$ cat src/rtl/array_7_fifo_ctrl.sv
// Sync FIFO controller driving the 8x80 1R1W array macro (array_7_ext) W0/R0 ports.
// Latency: enq->deq_valid 2 cycles (1 cycle with ARRAY_7_FIFO_BYPASS_EN defined); 1 enq + 1 deq per cycle sustained.
// Backpressure: enq_ready = not full from registered state only; head held on the macro output while deq_ready=0.
module array_7_fifo_ctrl #(
   parameter int DEPTH = 8,
   parameter int WIDTH = 80,
   parameter int AW    = 3
) (
   input  logic             clock,
   input  logic             reset_n,
   input  logic             enq_valid,
   output logic             enq_ready,
   input  logic [WIDTH-1:0] enq_bits,
   output logic             deq_valid,
   input  logic             deq_ready,
   output logic [WIDTH-1:0] deq_bits,
   output logic [AW:0]      count,
   output logic [AW-1:0]    sram_w_addr,
   output logic             sram_w_en,
   output logic [WIDTH-1:0] sram_w_data,
   output logic [AW-1:0]    sram_r_addr,
   output logic             sram_r_en,
   input  logic [WIDTH-1:0] sram_r_data
);

   localparam logic [AW:0] FULL_CNT = (AW+1)'(DEPTH);
   localparam logic [AW:0] PTR_ONE  = (AW+1)'(1);

   // Pointers carry an extra wrap bit so full and empty are distinguishable.
   logic [AW:0] wptr_q, wptr_d;   // next slot to write
   logic [AW:0] rptr_q, rptr_d;   // next slot to read from the macro
   logic [AW:0] hptr_q, hptr_d;   // oldest entry not yet dequeued
   logic        out_valid_q, out_valid_d;

   logic [AW:0]   pend;
   logic          enq_fire;
   logic          deq_fire;
   logic          rd_slot_free;
   logic          rd_norm;
   logic          rd_byp;
   logic          rd_fire;
   logic [AW-1:0] rd_idx;

   // Occupancy counts the presented entry too; pend counts written entries not yet read.
   assign count     = wptr_q - hptr_q;
   assign pend      = wptr_q - rptr_q;

   assign enq_ready = (count != FULL_CNT);
   assign enq_fire  = enq_valid & enq_ready;

   assign deq_valid = out_valid_q;
   assign deq_fire  = out_valid_q & deq_ready;

   // The macro keeps its registered read address while R0_en is low, so its
   // output doubles as the head register.
   assign deq_bits  = sram_r_data;

   // A new read may be issued when the output stage is empty or being drained.
   assign rd_slot_free = ~out_valid_q | deq_fire;
   assign rd_norm      = (pend != '0) & rd_slot_free;

`ifdef ARRAY_7_FIFO_BYPASS_EN
   // Nothing pending: read the slot being written this cycle; the macro
   // shows the new data after the edge.
   assign rd_byp = (pend == '0) & rd_slot_free & enq_fire;
`else
   assign rd_byp = 1'b0;
`endif

   assign rd_fire = rd_norm | rd_byp;
   assign rd_idx  = rd_byp ? wptr_q[AW-1:0] : rptr_q[AW-1:0];

   // Next-state for pointers and the output-valid flag.
   always_comb begin
      wptr_d      = wptr_q;
      rptr_d      = rptr_q;
      hptr_d      = hptr_q;
      out_valid_d = rd_fire | (out_valid_q & ~deq_fire);
      if (enq_fire) begin
         wptr_d = wptr_q + PTR_ONE;
      end
      if (rd_fire) begin
         rptr_d = rptr_q + PTR_ONE;
      end
      if (deq_fire) begin
         hptr_d = hptr_q + PTR_ONE;
      end
   end

   // Macro port drive; address and data forced to zero while the enable is low.
   always_comb begin
      sram_w_en   = 1'b0;
      sram_w_addr = '0;
      sram_w_data = '0;
      sram_r_en   = 1'b0;
      sram_r_addr = '0;
      if (enq_fire) begin
         sram_w_en   = 1'b1;
         sram_w_addr = wptr_q[AW-1:0];
         sram_w_data = enq_bits;
      end
      if (rd_fire) begin
         sram_r_en   = 1'b1;
         sram_r_addr = rd_idx;
      end
   end

   // State registers; reset drops all entries but leaves the array untouched.
   always_ff @(posedge clock or negedge reset_n) begin
      if (!reset_n) begin
         wptr_q      <= '0;
         rptr_q      <= '0;
         hptr_q      <= '0;
         out_valid_q <= 1'b0;
      end else begin
         wptr_q      <= wptr_d;
         rptr_q      <= rptr_d;
         hptr_q      <= hptr_d;
         out_valid_q <= out_valid_d;
      end
   end

   // Occupancy can never exceed the array depth.
   assert property (@(posedge clock) disable iff (!reset_n) count <= FULL_CNT);

   // The presented head slot must never be overwritten.
   assert property (@(posedge clock) disable iff (!reset_n)
      !(sram_w_en && out_valid_q && (sram_w_addr == hptr_q[AW-1:0])));

   // Reads never run ahead of writes.
   assert property (@(posedge clock) disable iff (!reset_n) pend <= count);

endmodule

$ cat config.mk
export PLATFORM = sky130hd
export DESIGN_NAME = array_7_fifo_ctrl
export DESIGN_NICKNAME = d
export VERILOG_FILES = /design/src/rtl/array_7_fifo_ctrl.sv
export SDC_FILE = /design/constraint.sdc
export NUM_CORES = 1
export LEC_CHECK = 0
export ABC_AREA = 1
export BUFFER_PORTS_ARGS = -buffer_cell sky130_fd_sc_hd__buf_4
export CORE_AREA = 2 2 130 132
export DETAILED_ROUTE_END_ITERATION = 10
export DIE_AREA = 0 0 132 134
export GPL_ROUTABILITY_DRIVEN = 1
export PLACE_DENSITY_LB_ADDON = 0.12
export SYNTH_ARGS = -nofsm -noshare
export SYNTH_HDL_FRONTEND = slang
export SYNTH_SLANG_ARGS = --single-unit
export TNS_END_PERCENT = 5
$ cat constraint.sdc
create_clock -name clock -period 5.63 [get_ports clock]
set_input_delay 0.2815 -clock clock [delete_from_list [all_inputs] [get_ports clock]]
set_output_delay 0.2815 -clock clock [all_outputs]
set_load 0.03 [all_outputs]
**Word-level counts from Yosys, hierarchy flattened**

Index checks and enable logic that the tools add are counted.

- Register bits after elaboration: 13
- Input port bits: 164
- Output and inout bits: 174
- Logic and storage cells: 24

- $add $sub $neg: 5
- Equality and inequality tests: 1
- Muxes and demuxes: 5
- Bitwise gates (word level): 8
- Reduce and logical (&&, ||, !) cells: 1

Operators by type and width:

| kind | count |
|---|---|
| $mux W80 | 1 |
| $add A4 B1 Y4 const B | 3 |
| $sub A4 B4 Y4 | 2 |
| $mux W3 | 2 |
| $and A1 B1 Y1 | 4 |
| $ne A4 B4 Y1 const B | 1 |
| $reduce_bool A4 Y1 | 1 |
| $mux W1 | 2 |
| $not A1 Y1 | 2 |
| $or A1 B1 Y1 | 2 |

**Logic depth before layout (Yosys ltp)**

Gate-level depths: netlist of the first run.

- Depth after elaboration: 4
- Mapped depth: 12
- Gate-level depth less buffers: 12

**Worst setup path after synthesis of the first run**

No wires, ideal clock.

- Path kind: register to output
- Start point: reg wptr_q[0]
- End point: out sram_w_data[0]
- Arrival time: 2.611 ns
- Data required time: 5.349 ns
- Slack: 2.737 ns
- Cell stages (with the launch flop): 11
- Buffers on the path: 1
- Cell sequence: dfrtp_1 > inv_1 > ha_1 > inv_1 > fa_1 > xor2_1 > nor2_1 > nand2_4 > nand2_2 > buf_2 > nor2_1

- Longest elaborated chain between the ends: 4

RTL lines:

| item | RTL line | RTL |
|---|---|---|
| start: declaration | 30 | `logic [AW:0] wptr_q, wptr_d;` |
| start signal: assignment | 116 | `wptr_q <= wptr_d;` |
| $sub A4 B4 Y4 | 45 | `assign count = wptr_q - hptr_q;` |
| named net count[2] | 17 | `output logic [AW:0] count,` |
| $ne A4 B4 Y1 | 48 | `assign enq_ready = (count != FULL_CNT);` |
| named net enq_ready | 12 | `output logic enq_ready,` |
| $and A1 B1 Y1 | 49 | `assign enq_fire = enq_valid & enq_ready;` |
| $mux W80 | 97 | `if (enq_fire) begin` |
| end: declaration | 20 | `output logic [WIDTH-1:0] sram_w_data,` |

The timed path passes the listed nets, and every way through them passes these cells.

**Worst setup path in the final report of the first run**

- Start point: reg wptr_q[0]
- End point: out sram_w_data[40]

- Longest elaborated chain between the ends: 4

RTL lines:

| item | RTL line |
|---|---|
| $sub A4 B4 Y4 | 45 |
| $ne A4 B4 Y1 | 48 |
| $and A1 B1 Y1 | 49 |
| $mux W80 | 97 |

Every way passes these cells.

==> summary.txt, run 1 <==
Status: finished, final reports clean
Clock buffer depth: 2
Number of DRC markers in iteration 0: 40
Post-synthesis instance area: 0.002233 mm2
Std cell rows: 47
Mapped Nets: 547
Final ANT Viol Nets: 0
Switch share: 57.87%
GR Overflow Total: 0
Endpoints failing hold: 0
Hold Crit Class: in2reg
Post-DP HPWL: 8564 um
Vias post-DR: 2363
Reg power frac: 11.6%
Sequential element share of the synthesized area: 14.57%
CP Launch Type: flop
Worst-margin pin slew: 1033 ps
Synthesis Warnings: 0
Cts hold-fix bufs: 1
Antenna violations before repair: 1
Post-Synthesis Cells: 373
N_diodes: 0
Die area: 0.01769 mm2
RSZ-0062 raised after global routing: false
Internal cell power: 0.6856 mW
First-pass GRT wire length: 14700 um
Number of synthesized register bits: 13
Hold Path Origin: enq_valid
I/O pin count: 338
Drt via density: 3.445
CTS tree: done
Combinational fraction of design power: 79.9%
Worst vdd ir: 0.3296 mV
Fin util: 20.06%
Critical Path RT: 5350 ps
Worst-path fanout max: 88
Worst skew pair latency: 240 ps
Commonest non-fill, non-tap cell in the layout: buf_4
Final setup viols: 0
Critical Path Source: wptr_q[0]$_DFFE_PN0P_
Die X: 132 um
Final Cycle Share: 62.20%
# Post-CTS Setup Buffers: 0
Core footprint: 0.01629 mm2
Largest net degree at the start of global routing: 89
Clock share of power: 8.5%
Die H: 134 um
Initial Utilization: 13.71%
Clock root buffer: clkbuf_16
Power Density: 497.9 mW/mm2
Minimum clock period: 3502 ps
Slew headroom: 31.10%
Vias in the first global route: 2425
Synthesis-to-layout area growth: 46.33%
Crit end category: primary output
Switch Pwr: 0.9417 mW
Post_cts resized: 0
Htree depth: 1
RR Startpoint: wptr_q[0]$_DFFE_PN0P_
Static leakage: 2.068 nW
Maximum clock rate: 285.5 MHz
Routed wire length: 9931 um
Max_cap viols: 0
Most frequent cells in the layout: buf_4 (177), inv_1 (101), nor2_1 (72), nand2_1 (34), nor2_2 (19)
Drt wl/cell: 14.48 um
Cts bufs inserted: 3
Setup Skew: 4.966 ps
Setup CP Type: reg2out
Pins Over Slew Limit: 0
Nets: 641
DRT Pass-1 Iters: 4
Total track usage: 10.55%
Num Clock Sinks: 13
Worst hold slack: 323.0 ps
Post-Syn Area per Cell: 5.988 um2
Share of layout cells above drive strength 1: 44.21%
GPL Wtd Cong: 0.7202
Post-synth cell types: 19
Port Buffers: 177
Residual DRC: 0
Total negative slack: 0 ps
Clock slew at reported path FFs: 50 ps
Crit path DAT: 3220 ps
[registers in the layout (all words and copies together), names as in the netlist]
name / flops
hptr_q: 4
deq_valid: 1
rptr_q: 4
wptr_q: 4
[synth_stat cells]
master | n | area share, %
buf_2 | 6 | 1.3
dfrtp_1 | 13 | 15
nand2_1 | 34 | 5.7
or2_2 | 1 | 0.28
buf_6 | 3 | 1.5
or2_1 | 1 | 0.28
buf_4 | 80 | 27
inv_1 | 101 | 17
nor2_2 | 19 | 5.3
a21oi_1 | 3 | 0.67
xor2_1 | 8 | 3.1
nand2_4 | 1 | 0.50
nand3_1 | 16 | 3.6
nor4_1 | 1 | 0.28
nor2_1 | 72 | 12
inv_2 | 2 | 0.34
fa_1 | 1 | 0.90
nand2_2 | 2 | 0.56
ha_1 | 9 | 5.0
[metrics by stage]
| step | setup slack (ps) | power [mW] | instance area (um2) | cells |
|---|---|---|---|---|
| after floorplan | 2737 | 1.152 | 2233 | 373 |
| after global placement | 2351 | 1.521 | 3178 | 681 |
| after detailed placement | 2379 | 1.519 | 3178 | 681 |
| after CTS | 2067 | 1.668 | 3268 | 686 |
| after global routing | 1891 | 1.773 | 3268 | 686 |
| final | 2128 | 1.627 | 3268 | 686 |
[final cells by class]
class,instances,area (um2)
clock buffer,3,75.07
clock inverter,1,5.005
fill,1930,13020
inverter,103,386.6
multi-input combinational,168,862.1
sequential,13,325.3
tap,220,275.3
timing repair buffer,178,1339
[cells by family after synthesis]
group           synth area share (%)
buf+inv                        47.06
simple gates                   28.63
flops                          14.57
fa+ha+maj                      5.939
xor+xnor                       3.137
compound gates                0.6721
[power by group through the flow]
stage / clock network [mW] / logic [mW] / registers (mW)
after floorplan: 0 / 0.972 / 0.180
after global placement: 0 / 1.33 / 0.193
after detailed placement: 0 / 1.33 / 0.193
after CTS: 0.142 / 1.33 / 0.191
after global routing: 0.146 / 1.43 / 0.198
final: 0.138 / 1.30 / 0.189
[worst max-delay path: stages, from the launching register on]
cell and delay, ps:
dfrtp_1 400, inv_1 140, ha_1 160, inv_1 60, fa_1 450, or2_1 240
nor2_1 210, nand2_4 110, nand2_4 740, nor2_1 190, buf_4 240
[layer usage]
| layer | GRT usage (%) | wire length, um | vias up |
|---|---|---|---|
| met4 | 3.382 | 246 | 2 |
| met3 | 4.762 | 1023 | 36 |
| met5 | 0 | 7 | - |
| li1 | - | - | 1147 |
| met1 | 12.32 | 3931 | 1058 |
| met2 | 17.27 | 4722 | 120 |
[path summary, 6_finish.rpt]
| kind | to | slack, ps | cells after the start |
|---|---|---|---|
| max | sram_w_data[40] | 2130 | 10 |
| min | wptr_q[3]$_DFFE_PN0P_ | 320 | 3 |
| max reg2reg | wptr_q[1]$_DFFE_PN0P_ | 2840 | 10 |
| min reg2reg | hptr_q[3]$_DFFE_PN0P_ | 500 | 1 |
| max in group asynchronous | wptr_q[1]$_DFFE_PN0P_ | 5030 | 2 |
| min in group asynchronous | wptr_q[0]$_DFFE_PN0P_ | 430 | 2 |
No activity file was read; power rests on OpenSTA's default activity.
==> run 2, diff against run 1 <==
clock period = 3.4 ns   (was 5.63 ns; I/O delays follow)
==> run 2 against run 1 <==
Against the previous run: core utilization is 0.21 points higher; routed wire length is 2.1% higher; first-iteration DRC count is 50% higher; critical endpoint is now sram_w_data[25]; setup slack worse by 1700 ps; largest power group unchanged; largest cell class unchanged; clock skew is 2.1 ps lower; die area stayed put.
==> summary.txt, run 2 (synthesis gave the netlist of run 1 again) <==
CTS tree: done
FF/Latch Area: 325.3 um2
Worst-path fanout max: 33
Die X: 132 um
Internal cell power: 1.162 mW
Slew headroom: 78.57%
Std cell rows: 47
Pins Over Slew Limit: 0
CP Launch Type: flop
Combinational fraction of design power: 80.6%
Clock buffer depth: 2
Drt wl/cell: 14.71 um
CP max stage delay: 460 ps
Status: finished, final reports clean
GPL Wtd Cong: 0.7353
Synthesis-to-layout area growth: 47.84%
Clock root buffer: clkbuf_16
Residual DRC: 0
Die H: 134 um
Final Cycle Share: 88.03%
Vias post-DR: 2349
RSZ-0062 raised after global routing: false
Critical Path RT: 3230 ps
Reg power frac: 11.1%
I/O pin count: 338
Biggest regs: hptr_q: 4 flops, rptr_q: 4 flops, wptr_q: 4 flops
Setup CP Type: reg2out
Most frequent cells in the layout: buf_4 (179), inv_1 (101), nor2_1 (72), nand2_1 (34), nor2_2 (19)
N_diodes: 0
Max_cap viols: 0
Port Buffers: 177
Maximum clock rate: 334.1 MHz
Post-DP HPWL: 8818 um
Post-route cell area: 0.003302 mm2
WHS Path Cells: 3
Nets: 644
Vias in the first global route: 2469
Share of layout cells above drive strength 1: 44.35%
Num Clock Sinks: 13
Cell Area, Placed: 0.003213 mm2
Static leakage: 2.084 nW
Filler Cells Inserted: 1897
Routed wire length: 10140 um
Worst vdd ir: 0.7175 mV
Slowest cell on crit path: fa_1
Worst skew pair latency: 240 ps
Minimum clock period: 2993 ps
Switch share: 57.46%
Crit end category: primary output
Final setup viols: 0
Htree depth: 1
Number of DRC markers in iteration 0: 60
Total negative slack: 0 ps
Clock share of power: 8.3%
First-pass GRT wire length: 14950 um
Switch Pwr: 1.569 mW
Final ANT Viol Nets: 0
Worst R2R Path Depth: 11
Hold Crit Class: in2reg
GR Overflow Total: 0
Multi-input logic area: 862.1 um2
Power Density: 827.0 mW/mm2
Initial Utilization: 13.71%
Setup Skew: 2.835 ps
Crit path DAT: 2820 ps
Antenna violations before repair: 1
Clock slew at reported path FFs: 50 ps
Worst-path cell chain: inv_1 -> ha_1 -> inv_1 -> fa_1 -> or2_1 -> nor2_1 -> nand2_4 -> nand2_4 -> buf_4 -> nor2_1 -> buf_4
Largest net degree at the start of global routing: 42
Drt via density: 3.409
Commonest non-fill, non-tap cell in the layout: buf_4
DRT Pass-1 Iters: 4
Post_cts resized: 0
Worst-margin pin slew: 318.4 ps
Worst reg2reg setup slack: 990 ps
Cts bufs inserted: 3
Total track usage: 10.84%
Core footprint: 0.01629 mm2
Die area: 0.01769 mm2
Endpoints failing hold: 0
-- run 2: critical path: cells and delay by family, from the launching register on --
| kind | cells | cell delay, ps |
|---|---|---|
| flops | 1 | 400 |
| fa+ha+maj | 2 | 620 |
| buf+inv | 4 | 740 |
| simple gates | 5 | 810 |
-- run 2: layout make-up --
type | instances | share of cell area (%)
Timing Repair Buffer | 181 | 41.61
Multi-Input combinational cell | 168 | 26.11
Clock buffer | 4 | 2.387
Tap cell | 220 | 8.336
Sequential cell | 13 | 9.852
Inverter | 103 | 11.71
-- run 2: power by group through the flow --
stage	Combinational [mW]	Sequential [mW]	Clock, mW
after floorplan	1.61	0.299	0
after global placement	2.23	0.307	0
after detailed placement	2.24	0.305	0
after CTS	2.25	0.304	0.233
after global routing	2.41	0.317	0.240
final	2.20	0.303	0.227
-- run 2: what timing repair did --
action,4_1_cts,5_1_grt
hold buffers,1,0
endpoints found under the hold margin,13,0
buffers inserted,0,0
-- run 2: per-stage QoR --
stage | std cells | hold slack (ps) | utilization (%) | power [mW] | worst slack, ps
2_1_floorplan | 373 | -125.6 | - | 1.908 | 618.8
3_3_place_gp | 684 | 36.94 | 19.73 | 2.536 | 732.3
3_5_place_dp | 684 | 32.13 | 19.73 | 2.543 | 648.4
4_1_cts | 689 | 232.8 | 20.27 | 2.788 | 369.3
5_1_grt | 689 | 248.5 | 20.27 | 2.964 | 216.1
6_report | 689 | 237.9 | 20.27 | 2.731 | 407.0
-- run 2: path summary, 6_finish.rpt --
path,from,endpoint
worst max-delay path,wptr_q[0]$_DFFE_PN0P_,sram_w_data[25]
worst min-delay path,deq_ready,hptr_q[2]$_DFFE_PN0P_
worst max register to register,wptr_q[0]$_DFFE_PN0P_,wptr_q[3]$_DFFE_PN0P_
worst min register to register,hptr_q[3]$_DFFE_PN0P_,hptr_q[3]$_DFFE_PN0P_
max in group asynchronous,reset_n,hptr_q[2]$_DFFE_PN0P_
min in group asynchronous,reset_n,hptr_q[1]$_DFFE_PN0P_
-- run 2: routing by layer --
layer | vias to the layer above | track usage (%) | wire length, um
met1 | 1021 | 11.98 | 3840
met4 | 2 | 4.046 | 306
met2 | 135 | 18.03 | 4802
met3 | 40 | 5.291 | 1175
li1 | 1151 | - | -
met5 | - | 0 | 10
==> run 3, diff against run 2 <==
ABC_AREA = not set   (was 1)
CORE_AREA = 2 2 131 133   (was 2 2 130 132)
DIE_AREA = 0 0 133 135   (was 0 0 132 134)
==> run 3 against run 2 <==
Against the previous run: combinational power grew 20%; register-to-register slack lost 170 ps; routed wire length down 24%; power grew 18%; clock-buffer cell count unchanged; core utilization fell by 1.3 points; sequential share of layout area up 0.58 points; clock power about the same; largest power group unchanged; cell count fell by 16%; sequential power rose by 15%; die area grew 1.5%; hold slack lost 2.8 ps.
==> summary.txt, run 3 <==
Power Density: 1033 mW/mm2
Total track usage: 7.857%
Worst vdd ir: 0.3863 mV
Place WS: 487.4 ps
First-pass GRT wire length: 10970 um
Area contributors post-synth: buf_4 (29%), and2_1 (25%), dfrtp_1 (16%)
Crit path DAT: 2800 ps
Post-DP HPWL: 6506 um
Top cell type's share of synthesized area: 28.99%
Final setup viols: 0
Number of synthesized register bits: 13
Routed wire length: 7738 um
Largest delay share family, worst path: buffers and inverters
Number of DRC markers in iteration 0: 35
Setup Skew: 4.581 ps
Biggest regs: hptr_q: 4 flops, rptr_q: 4 flops, wptr_q: 4 flops
Vias post-DR: 1938
I/O pin count: 338
Max_cap viols: 0
Post-Syn Area per Cell: 7.939 um2
Static leakage: 1.560 nW
Total negative slack: 0 ps
Synthesis Warnings: 0
Drt wl/cell: 13.43 um
Vias in the first global route: 1888
Setup CP Type: reg2out
Post-synth cell types: 31
Sequential element share of the synthesized area: 15.70%
Hold Crit Class: in2reg
Num Clock Sinks: 13
Fin util: 19.01%
Nets: 531
DRT Pass-1 Iters: 4
Largest net degree at the start of global routing: 87
Global Route met3 Usage: 2.928%
Port Buffers: 177
N_diodes: 0
Most common cell in the synthesized netlist: and2_1
Maximum clock rate: 336.8 MHz
Post-Synthesis Cells: 261
Post-synth top cells: and2_1 (84), buf_4 (80), dfrtp_1 (13)
Antenna violations before repair: 0
Drt via density: 3.365
Pins Over Slew Limit: 0
Worst-path cell chain: inv_1 -> ha_1 -> inv_1 -> fa_1 -> xor2_1 -> nor3_1 -> buf_4 -> a21boi_4 -> buf_6 -> and2_1 -> buf_4
Cts bufs inserted: 3
Crit end category: primary output
Met1 usage: 8.540%
CTS tree: done
CP max stage delay: 410 ps
Share of layout cells above drive strength 1: 52.53%
Synthesis-to-layout area growth: 50.54%
Status: finished, final reports clean
Final Cycle Share: 87.32%
Worst-path fanout max: 86
# Post-CTS Setup Buffers: 0
Clock buffer depth: 2
Die H: 135 um
Post-synth EDFFs: 0
GPL Wtd Cong: 0.8194
Ys flop type: dfrtp_1
Setup ws final: 431.0 ps
Minimum clock period: 2969 ps
Slowest cell on crit path: dfrtp_1
Htree depth: 1
Critical Path Source: wptr_q[0]$_DFFE_PN0P_
RSZ-0062 raised after global routing: false
Hold Path Origin: deq_ready
Grt peak-use layer: met2
Post-synthesis instance area: 0.002072 mm2
Critical Path RT: 3230 ps
Async S/R FF share, synth: 100.0%
RR Startpoint: wptr_q[0]$_DFFE_PN0P_
Worst-margin pin slew: 658.3 ps
Residual DRC: 0
Die area: 0.01796 mm2
Clock root buffer: clkbuf_16
Slew headroom: 55.80%
Clock slew at reported path FFs: 50 ps
Worst skew pair latency: 250 ps
Initial Utilization: 12.63%
Synth area leader: buf_4
Final ANT Viol Nets: 0
Buffers and inverters on the worst path: 5
Endpoints failing hold: 0
Std cell rows: 47
Grt met2 use: 13.62%
Mapped Nets: 435
Commonest non-fill, non-tap cell in the layout: buf_4
Die X: 133 um
Most frequent cells in the layout: buf_4 (178), and2_1 (84), dfrtp_1 (13), ha_1 (9)
Core footprint: 0.01641 mm2
GR Overflow Total: 0
CP Launch Type: flop
-- run 3: cell families (layout without fill, tap and decap cells) --
group	after synthesis	after routing	share of synthesized area, %
compound gates	15	15	4.770
xor+xnor	13	13	5.495
fa+ha+maj	10	10	6.401
buf+inv	97	192	33.88
flops	13	13	15.70
mux	3	3	1.811
simple gates	110	110	31.94
-- run 3: metrics by stage --
stage                     total power, mW  instances  cell area, um2  hold slack (ps)
final                               3.221        576            3119            235.1
after global routing                3.481        576            3119            235.5
after CTS                           3.278        576            3115            242.0
after detailed placement            3.032        571            3027            40.83
after global placement              3.045        571            3027            40.90
after floorplan                     2.252        261            2072           -125.6
-- run 3: layout make-up --
type,instances,area (um2)
fillers,1866,13290
well taps,220,275.3
flip-flops and latches,13,325.3
repair buffers,180,1358
multi-input cells,151,1052
clock buffers,4,78.83
inverters,8,30.03
-- run 3: power by group --
group          switching, mW  internal [mW]  total [mW]
clock                 0.0710          0.159       0.230
sequential             0.109          0.238       0.347
combinational           1.62           1.02        2.64
total                   1.80           1.42        3.22
-- run 3: path summary, 6_finish.rpt --
check / endpoint / slack (ps) / cells after the start
max in group asynchronous: hptr_q[2]$_DFFE_PN0P_ / 2900 / 2
setup reg to reg: wptr_q[1]$_DFFE_PN0P_ / 820 / 10
min in group asynchronous: wptr_q[2]$_DFFE_PN0P_ / 320 / 2
hold / removal: hptr_q[2]$_DFFE_PN0P_ / 240 / 3
setup / recovery: sram_w_data[7] / 430 / 11
hold reg to reg: hptr_q[2]$_DFFE_PN0P_ / 510 / 1
-- run 3: layer usage --
layer	routed length, um	vias up
met5	0	-
met4	235	0
met3	895	42
met2	3781	116
met1	2825	853
li1	-	927
-- run 3: what timing repair did --
action / in CTS / in global routing
resized for setup: 0 / 1
setup endpoints to repair: 0 / 3
hold endpoints to repair: 13 / 0
hold buffers: 1 / 0
-- run 3: worst reg2reg max path, delay by kind of cell (launching register included) --
family,cells,cell delay (ps)
and+or+nand+nor,1,70
DFF,1,410
adders and majority gates,2,550
AOI/OAI and AO/OA,1,140
xor gates and xnor gates,1,210
buffers and inverters,4,740
muxes,1,340
